$ cat config.mk
export PLATFORM = sky130hd
export DESIGN_NAME = shift_rotate_unit_flat
export DESIGN_NICKNAME = d
export VERILOG_FILES = /design/src/rtl/shift_rotate_unit_if.sv /design/src/rtl/shift_rotate_unit.sv /design/src/flat_wrapper.sv
export SDC_FILE = /design/constraint.sdc
export NUM_CORES = 1
export LEC_CHECK = 0
export BUFFER_PORTS_ARGS = -buffer_cell sky130_fd_sc_hd__buf_2
export CAP_MARGIN = 20
export CORE_ASPECT_RATIO = 0.7
export CORE_MARGIN = 4
export CORE_UTILIZATION = 40
export DETAILED_ROUTE_END_ITERATION = 12
export SETUP_SLACK_MARGIN = 0.2
export SLEW_MARGIN = 20
export SYNTH_ARGS = -nofsm -noshare
export SYNTH_HDL_FRONTEND = slang
export SYNTH_SLANG_ARGS = --single-unit
$ cat constraint.sdc
create_clock -name Clock -period 3.65 [get_ports Clock]
set_input_delay 0.365 -clock Clock [delete_from_list [all_inputs] [get_ports Clock]]
set_output_delay 0.365 -clock Clock [all_outputs]
set_load 0.005 [all_outputs]
$ cat src/rtl/shift_rotate_unit_if.sv
// Shift/rotate unit request/response bundle.
//   master : control sequencer (drives start/op/a/amt, observes result/status)
//   slave  : shift_rotate_unit
// Signals: start, op[2:0], a[WIDTH], amt[AMT_W] ; result[WIDTH], busy, ready, done
// Optional carry_out is present only when SHIFT_CARRY_EN is defined.
interface shift_rotate_unit_if #(
    parameter int unsigned WIDTH = 32
);
    localparam int unsigned AMT_W = $clog2(WIDTH);

    logic             start;
    logic [2:0]       op;
    logic [WIDTH-1:0] a;
    logic [AMT_W-1:0] amt;
    logic [WIDTH-1:0] result;
    logic             busy;
    logic             ready;
    logic             done;
`ifdef SHIFT_CARRY_EN
    logic             carry_out;

    modport master (
        output start, op, a, amt,
        input  result, busy, ready, done, carry_out
    );
    modport slave (
        input  start, op, a, amt,
        output result, busy, ready, done, carry_out
    );
`else
    modport master (
        output start, op, a, amt,
        input  result, busy, ready, done
    );
    modport slave (
        input  start, op, a, amt,
        output result, busy, ready, done
    );
`endif
endinterface

$ cat src/rtl/shift_rotate_unit.sv
// Multi-cycle shift/rotate unit: SHL, SHR, SHRA, ROL, ROR, up to STEP bits per clock.
// Ports:
//   Clock : rising-edge clock
//   Clear : asynchronous active-low reset
//   bus   : shift_rotate_unit_if.slave (start/op/a/amt in; result/busy/ready/done out)
// Optional feature macro: SHIFT_CARRY_EN adds bus.carry_out (last bit shifted out / wrapped).
// Latency: start accepted at edge E -> done visible after edge E + ceil(amt/STEP) + 1.
module shift_rotate_unit #(
    parameter int unsigned WIDTH = 32,
    parameter int unsigned STEP  = 1
) (
    input  logic                  Clock,
    input  logic                  Clear,
    shift_rotate_unit_if.slave    bus
);
    localparam int unsigned AMT_W = $clog2(WIDTH);
    // One extra bit so STEP == WIDTH is representable.
    localparam int unsigned KW    = AMT_W + 1;

    localparam logic [1:0] S_IDLE  = 2'd0;
    localparam logic [1:0] S_SHIFT = 2'd1;
    localparam logic [1:0] S_DONE  = 2'd2;

    localparam logic [2:0] OP_SHL  = 3'b000;
    localparam logic [2:0] OP_SHR  = 3'b001;
    localparam logic [2:0] OP_SHRA = 3'b010;
    localparam logic [2:0] OP_ROL  = 3'b011;
    localparam logic [2:0] OP_ROR  = 3'b100;

    logic [1:0]       state, state_nxt;
    logic [WIDTH-1:0] work, work_nxt;
    logic [2:0]       op_reg, op_nxt;
    logic [AMT_W-1:0] count, count_nxt;
    logic [WIDTH-1:0] result_nxt;
    logic             busy_nxt, ready_nxt, done_nxt;
    logic [KW-1:0]    k;
    logic [WIDTH-1:0] shifted;
    logic             start_op_valid;
`ifdef SHIFT_CARRY_EN
    logic             cwork, cwork_nxt;
    logic             carry_nxt;
    logic             shifted_bit;
`endif

    // Next-state, datapath and registered-output next values
    always_comb begin
        state_nxt  = state;
        work_nxt   = work;
        op_nxt     = op_reg;
        count_nxt  = count;
        result_nxt = bus.result;
        shifted    = work;
`ifdef SHIFT_CARRY_EN
        cwork_nxt   = cwork;
        carry_nxt   = bus.carry_out;
        shifted_bit = 1'b0;
`endif
        start_op_valid = (bus.op <= OP_ROR);

        // Bits moved this cycle: min(STEP, remaining count)
        k = (KW'(count) < KW'(STEP)) ? KW'(count) : KW'(STEP);

        case (op_reg)
            OP_SHL:  shifted = work << k;
            OP_SHR:  shifted = work >> k;
            OP_SHRA: shifted = WIDTH'($signed(work) >>> k);
            OP_ROL:  shifted = (work << k) | (work >> (KW'(WIDTH) - k));
            OP_ROR:  shifted = (work >> k) | (work << (KW'(WIDTH) - k));
            default: shifted = work;
        endcase

`ifdef SHIFT_CARRY_EN
        // Left moves lose/wrap bit WIDTH-k; right moves lose/wrap bit k-1
        case (op_reg)
            OP_SHL, OP_ROL:           shifted_bit = work[AMT_W'(KW'(WIDTH) - k)];
            OP_SHR, OP_SHRA, OP_ROR:  shifted_bit = work[AMT_W'(k - KW'(1))];
            default:                  shifted_bit = 1'b0;
        endcase
`endif

        case (state)
            S_IDLE, S_DONE: begin
                if (bus.start) begin
                    work_nxt  = bus.a;
                    op_nxt    = bus.op;
                    count_nxt = start_op_valid ? bus.amt : '0;
`ifdef SHIFT_CARRY_EN
                    cwork_nxt = 1'b0;
`endif
                    // Zero amount or undefined op complete as a pass-through
                    state_nxt = (start_op_valid && (bus.amt != '0)) ? S_SHIFT : S_DONE;
                end else begin
                    state_nxt = S_IDLE;
                end
            end
            S_SHIFT: begin
                work_nxt  = shifted;
                count_nxt = count - AMT_W'(k);
`ifdef SHIFT_CARRY_EN
                cwork_nxt = shifted_bit;
`endif
                if (count_nxt == '0) begin
                    state_nxt = S_DONE;
                end
            end
            default: state_nxt = S_IDLE;
        endcase

        // Status follows the state being entered; done/result publish the finished word
        busy_nxt  = (state_nxt == S_SHIFT);
        ready_nxt = (state_nxt != S_SHIFT);
        done_nxt  = (state == S_DONE);
        if (state == S_DONE) begin
            result_nxt = work;
`ifdef SHIFT_CARRY_EN
            carry_nxt  = cwork;
`endif
        end
    end

    // State, datapath and output registers
    always_ff @(posedge Clock or negedge Clear) begin
        if (!Clear) begin
            state      <= S_IDLE;
            work       <= '0;
            op_reg     <= '0;
            count      <= '0;
            bus.result <= '0;
            bus.busy   <= 1'b0;
            bus.ready  <= 1'b1;
            bus.done   <= 1'b0;
`ifdef SHIFT_CARRY_EN
            cwork         <= 1'b0;
            bus.carry_out <= 1'b0;
`endif
        end else begin
            state      <= state_nxt;
            work       <= work_nxt;
            op_reg     <= op_nxt;
            count      <= count_nxt;
            bus.result <= result_nxt;
            bus.busy   <= busy_nxt;
            bus.ready  <= ready_nxt;
            bus.done   <= done_nxt;
`ifdef SHIFT_CARRY_EN
            cwork         <= cwork_nxt;
            bus.carry_out <= carry_nxt;
`endif
        end
    end
endmodule

$ cat src/flat_wrapper.sv
// flat-port wrapper written by rule: the top's interface ports become plain ports
module shift_rotate_unit_flat 
#(
    parameter int unsigned WIDTH = 32,
    parameter int unsigned STEP  = 1
)
  (Clock, Clear, bus_start, bus_op, bus_a, bus_amt, bus_result, bus_busy, bus_ready, bus_done);
  shift_rotate_unit_if #(.WIDTH(WIDTH)) bus_i ();
  input  logic Clock;
  input  logic Clear;
  input wire logic [$bits(bus_i.start)-1:0] bus_start;
  input wire logic [$bits(bus_i.op)-1:0] bus_op;
  input wire logic [$bits(bus_i.a)-1:0] bus_a;
  input wire logic [$bits(bus_i.amt)-1:0] bus_amt;
  output wire logic [$bits(bus_i.result)-1:0] bus_result;
  output wire logic [$bits(bus_i.busy)-1:0] bus_busy;
  output wire logic [$bits(bus_i.ready)-1:0] bus_ready;
  output wire logic [$bits(bus_i.done)-1:0] bus_done;
  assign bus_i.start = bus_start;
  assign bus_i.op = bus_op;
  assign bus_i.a = bus_a;
  assign bus_i.amt = bus_amt;
  assign bus_result = bus_i.result;
  assign bus_busy = bus_i.busy;
  assign bus_ready = bus_i.ready;
  assign bus_done = bus_i.done;
  shift_rotate_unit #(.WIDTH(WIDTH), .STEP(STEP)) u_core (.Clock(Clock), .Clear(Clear), .bus(bus_i));
endmodule
==> results of run 1 <==
## critical path: stages, from the launching register on
cell and delay (ns):
dfrtp_1 0.45, nor4_1 0.11, nand2b_1 0.12, inv_2 0.05, ha_2 0.82, buf_4 0.30, mux2i_1 0.20, nor2_1 0.05
a211o_1 0.26, a221oi_1 0.21, o21ai_0 0.13
## through the flow
| stage | power (W) | hold slack [ns] | setup WS (ns) | instances |
|---|---|---|---|---|
| floorplan | 0.00383 | 0.0694 | 0.983 | 483 |
| global placement | 0.00483 | 0.460 | 0.965 | 686 |
| detailed placement | 0.00487 | 0.469 | 0.891 | 686 |
| CTS | 0.00587 | 0.221 | 0.859 | 702 |
| global route | 0.00630 | 0.129 | 0.661 | 702 |
| finish | 0.00592 | 0.0539 | 0.808 | 702 |
## power breakdown
part,switching (W),leakage (nW),internal [W]
Combinational,0.00157,1.37,0.00137
Clock,0.000382,0.146,0.000602
Sequential,0.000695,0.903,0.00130
Total,0.00265,2.42,0.00327
## placed cells by master, fill, tap and decap left out, drive strengths merged, types with 11 or more instances in the layout
| master | n |
|---|---|
| buf | 93 |
| o22ai | 26 |
| clkbuf | 11 |
| o21ai | 35 |
| dfrtp | 76 |
| nor2 | 28 |
| mux2 | 38 |
| a22oi | 11 |
| nand2 | 51 |
| a21oi | 28 |
| a31oi | 15 |
| mux2i | 29 |
## metal layers
metal	routed length, um	GRT usage (%)
met1	7310	36.1
met4	260	5.37
met2	6590	32.3
met3	1370	5.77
met5	0	0
## final timing paths
| path | endpoint | slack, ns |
|---|---|---|
| min in group Clock | u_core.op_reg[1] | 0.22 |
| worst max-delay path | u_core.work[9] | 0.81 |
| max in group asynchronous | u_core.work[0] | 3.10 |
| worst max register to register | u_core.work[9] | 0.81 |
| worst min-delay path | u_core.bus.result[5] | 0.05 |
| worst min register to register | u_core.bus.result[19] | 0.47 |
## cell type report
cell class                      instances  share of cell area (%)
Inverter                                9                   0.613
Tap cell                              153                    3.47
Clock inverter                          5                    1.52
Timing Repair Buffer                   93                    9.28
Multi-Input combinational cell        354                    45.9
Sequential cell                        77                    35.0
Clock buffer                           11                    4.22
## kinds of logic after synthesis
kind of cell    synth area share [%]
buf+inv                         4.81
xor+xnor                       0.374
other cells                   0.0801
compound gates                  19.9
simple gates                    12.9
flops                           41.2
fa+ha+maj                      0.535
mux                             20.2
==> impl_metrics.ini, run 1 <==
[detailed_routing]
drt_wl_total_um = 15500
drt_iter0_markers = 602
drtAntennaViolNets = 0
dr.pass1.iters = 5
post-route-drc-count = 0
vias = 4319
wl_per_cell_um = 22.1
vias_per_cell = 6.15

[sta]
rsz0062_at_grt = no
min_period_ns = 2.84
slew_viol_final = 0
finalSetupViolations = 0
hold_viol = 0
finClkSkew_ns = 0.00819
fmax_ghz = 0.352
worst_pin_slew_ns = 0.768
finalCritPeriodShare_pct = 77.9
finalSetupTns_ns = 0
relSlewSlack_pct = 48.8

[global_route]
overflow = 0
antenna_found_initial = 0
grt_max_degree = 78
grt_pass1_wl_um = 24100
grt_usage_pct = 23.2
grt_pass1_vias = 4094

[yosys]
synth_area_leader_cell = dfrtp_1
synth-edff-count = 0
synth_top_area_share_pct = 40.6
synthesis.nets = 528
synthFlopType = dfrtp_1
synthTopCellsByCount = 76 x dfrtp_1, 51 x nand2_1, 37 x mux2_2
syn_area_um2 = 4680
netlist_instances = 483
synth_area_leaders = dfrtp_1 41%, mux2_2 8.9%, mux2i_1 6.2%, mux4_2 4.8%, nand2_1 4.1%
syn_avg_cell_area_um2 = 9.69
synth.most_common_cell = dfrtp_1
ys_ff_latch = 77
synthArstFlopShare_pct = 100
ys_seq_area_share_pct = 41.2
synth_cell_types = 62
yosysWarningCount = 0

[critical_path]
critPathLaunch = u_core.count[1]
critPathKind = reg2reg
r2r-start = u_core.count[1]
ff2ff_path_depth = 10
worstPathArrival_ns = 3.06
required_ns = 3.87
worstPathMaxFanout = 35
worstSetupStartpointType = register
endpoint_kind = register

[final_layout]
area_growth_pct = 17.8
drive_gt1_share_pct = 29.7
diodes = 0
multiInputGateArea_um2 = 2530
utilization_pct = 49.2
nFillCells = 1087
fin_area_um2 = 5520
seq_area_um2 = 1930
reg_top3 = u_core.bus.result (32), u_core.work (32), u_core.count (5)
layout.nets = 589

[floorplanning]
rows = 32
dieArea_um2 = 13500
die_h_um = 98.5
die_x_um = 137
core_area_um2 = 11200
start_util_pct = 41.8
io_pins = 78

[status]
status = complete, no violations

[place]
place_congestion = 0.967
io_buffers = 77
dp_hpwl_um = 10700
postPlaceCellArea_um2 = 5190

[cts]
clk_latency_ns = 0.35
cts.reportedPaths.clkPinSlew_ns = 0.06
cts_sinks = 77
cts_tree = done
cts_root_buffer = clkbuf_16
clockBufferDepth = 2
htree_levels = 3
post_cts_buffers = 0
cts_made_buffers = 9
holdBufCountCts = 0
cts.repair.resized = 0

[flow_run]
drv_cap = 0

[worst_hold_path]
hp-class = in2async

[pwr]
irDropWorstVdd_v = 0.000335
leakage_nw = 2.42
power_density_nw_per_um2 = 1070
Power figures use the tool's default switching activity.
==> inputs of run 2 (changes only) <==
- ABC_AREA: default -> 1
- clock period: 3.65 -> 2.89 ns (I/O delays scaled with it)
==> run 2 against run 1 <==
Sequential share of layout area down 3.7 points. Clock power up 32%. Synthesized area up 14%. Global-route usage up 0.050 points. Critical endpoint is now u_core.work[27]. Critical path depth up 1. Synthesized cell count up 76%. Largest cell class unchanged. Final cell count up 53%. Wire length up 14%. Sequential power down 4%. Core utilization down 2.3 points.
==> impl_metrics.ini, run 2 <==
[status]
status = complete, no violations

[cts]
htree_levels = 3
cts_tree = done
cts.reportedPaths.clkPinSlew_ns = 0.06
cts_root_buffer = clkbuf_16
cts_made_buffers = 9
cts_sinks = 77
clockBufferDepth = 2
clk_latency_ns = 0.35

[global_route]
use_met3_pct = 6.33
grt_usage_pct = 23.3
grt_pass1_vias = 5292
grt_max_degree = 78
antenna_found_initial = 0
grtUsageMet2_pct = 30.7
top_usage_layer = met1
grt_pass1_wl_um = 28600
overflow = 0
globalRouteMet1Util_pct = 36.9

[yosys]
yosysWarningCount = 0
synth_area_leaders = dfrtp_1 36%, nand2_1 22%, nand3_1 7.3%, o21ai_0 6.7%, nor2_1 5.4%
syn_avg_cell_area_um2 = 6.31
synthArstFlopShare_pct = 100
ys_ff_latch = 77
synth_area_leader_cell = dfrtp_1
netlist_instances = 848
synth-edff-count = 0
synthTopCellsByCount = 314 x nand2_1, 78 x nand3_1, 77 x nor2_1
synth_cell_types = 36
synthFlopType = dfrtp_1
ys_seq_area_share_pct = 36.0
synthesis.nets = 893
synth_top_area_share_pct = 35.5
synth.most_common_cell = nand2_1
syn_area_um2 = 5350

[detailed_routing]
drt_wl_total_um = 17700
post-route-drc-count = 0
wl_per_cell_um = 16.5
drtAntennaViolNets = 0
vias = 5678
dr.pass1.iters = 5
vias_per_cell = 5.29
drt_iter0_markers = 539

[sta]
min_period_ns = 2.54
finalCritPeriodShare_pct = 87.9
fmax_ghz = 0.394
finClkSkew_ns = 0.00832
slew_viol_final = 0
holdWs_ns = 0.169
finalSetupViolations = 0
rsz0062_at_grt = no
relSlewSlack_pct = 39.2
hold_viol = 0
finalSetupTns_ns = 0
worst_pin_slew_ns = 0.912

[pwr]
irDropWorstVdd_v = 0.000678
leakage_nw = 3.21
power_density_nw_per_um2 = 1370

[place]
place_congestion = 0.987
postPlaceCellArea_um2 = 5810
dp.cells = 1057
dp_hpwl_um = 12600
io_buffers = 77

[worst_hold_path]
min_path_cells = 3
worst_hold_startpoint = bus_amt[0]
min_to = u_core.count[0]
hp-class = in2reg

[final_layout]
area_growth_pct = 15.2
layout.nets = 949
final_common_cell = nand2_1
final_cell_mix = 314 x nand2_1, 78 x nand3_1, 77 x nor2_1
diodes = 0
fin_area_um2 = 6170
final_cell_count_no_fill = 1074
reg_top3 = u_core.bus.result (32), u_core.work (32), u_core.count (5)
drive_gt1_share_pct = 13.9

[floorplanning]
die_x_um = 146
io_pins = 78
die_h_um = 105
rows = 35
dieArea_um2 = 15300
core_area_um2 = 13100
start_util_pct = 40.8

[critical_path]
r2r_end = u_core.work[27]
critPathKind = reg2reg
endpoint_kind = register
ff2ff_path_depth = 11
critPathLaunch = u_core.count[4]
required_ns = 3.13
worstPathMaxFanout = 31
r2r-start = u_core.count[4]
worstPathArrival_ns = 2.78
reg2reg_slack_ns = 0.35
worstSetupStartpointType = register

[flow_run]
drv_cap = 0
## run 2: worst max-delay path by stage
stage,depth (start not counted),slack (ns),end
3_5_place_dp,10,0.36,u_core.work[23]
4_1_cts,10,0.34,u_core.work[23]
2_1_floorplan,16,0.61,u_core.work[30]
3_3_place_gp,12,0.37,u_core.work[27]
6_report,11,0.35,u_core.work[27]
5_1_grt,12,0.21,u_core.work[17]
## run 2: stage by stage
stage / utilization [%] / power, W / setup WS [ns]
floorplan: - / 0.00563 / 0.608
global placement: 44.2 / 0.00709 / 0.375
detailed placement: 44.2 / 0.00707 / 0.364
CTS: 46.7 / 0.00841 / 0.343
global route: 46.9 / 0.00929 / 0.212
finish: 46.9 / 0.00846 / 0.349
## run 2: layer usage
layer,wire length [um],vias up
li1,-,2844
met1,9100,2571
met2,6910,240
met3,1460,23
met4,235,0
met5,0,-
## run 2: power breakdown
part	total [W]	internal, W	leakage (nW)	switching, W
registers	0.00192	0.00162	0.946	0.000306
logic	0.00523	0.00159	2.11	0.00365
clock network	0.00130	0.000840	0.156	0.000465
## run 2: cell type report
class                           count  area [um2]
Clock buffer                       11         233
Timing Repair Buffer               90         500
Clock inverter                      4        97.6
Tap cell                          166         208
Sequential cell                    77        1930
Multi-Input combinational cell    651        2920
Fill cell                        1459        6970
Inverter                           75         283
## run 2: cell families (layout without fill, tap and decap cells)
family / after synthesis / count (layout) / share of synthesized area, %
AOI/OAI and AO/OA: 141 / 141 / 14.3
xor gates and xnor gates: 2 / 2 / 0.327
adders and majority gates: 2 / 2 / 0.467
buffers and inverters: 120 / 180 / 9.58
DFF: 77 / 77 / 36.0
other: 1 / 1 / 0.0700
and+or+nand+nor: 505 / 505 / 39.2
## run 2: worst max-delay path, cell delays in order, from the launching register on
cell and delay (ns):
dfrtp_1 0.41, nor2_4 0.11, nand2_1 0.11, nor2_2 0.05
ha_1 0.46, clkinv_2 0.45, o21ai_0 0.46, nand2_1 0.10
nand3_1 0.10, nand2_1 0.07, nand2_1 0.06, nand2_1 0.05
## run 2: what timing repair did
| action | CTS | global route |
|---|---|---|
| hold buffers | 0 | 1 |
| buffers inserted | 0 | 0 |
| endpoints found under the hold margin | 0 | 33 |
| endpoints found under the setup margin | 0 | 10 |
| gates resized for setup | 0 | 1 |
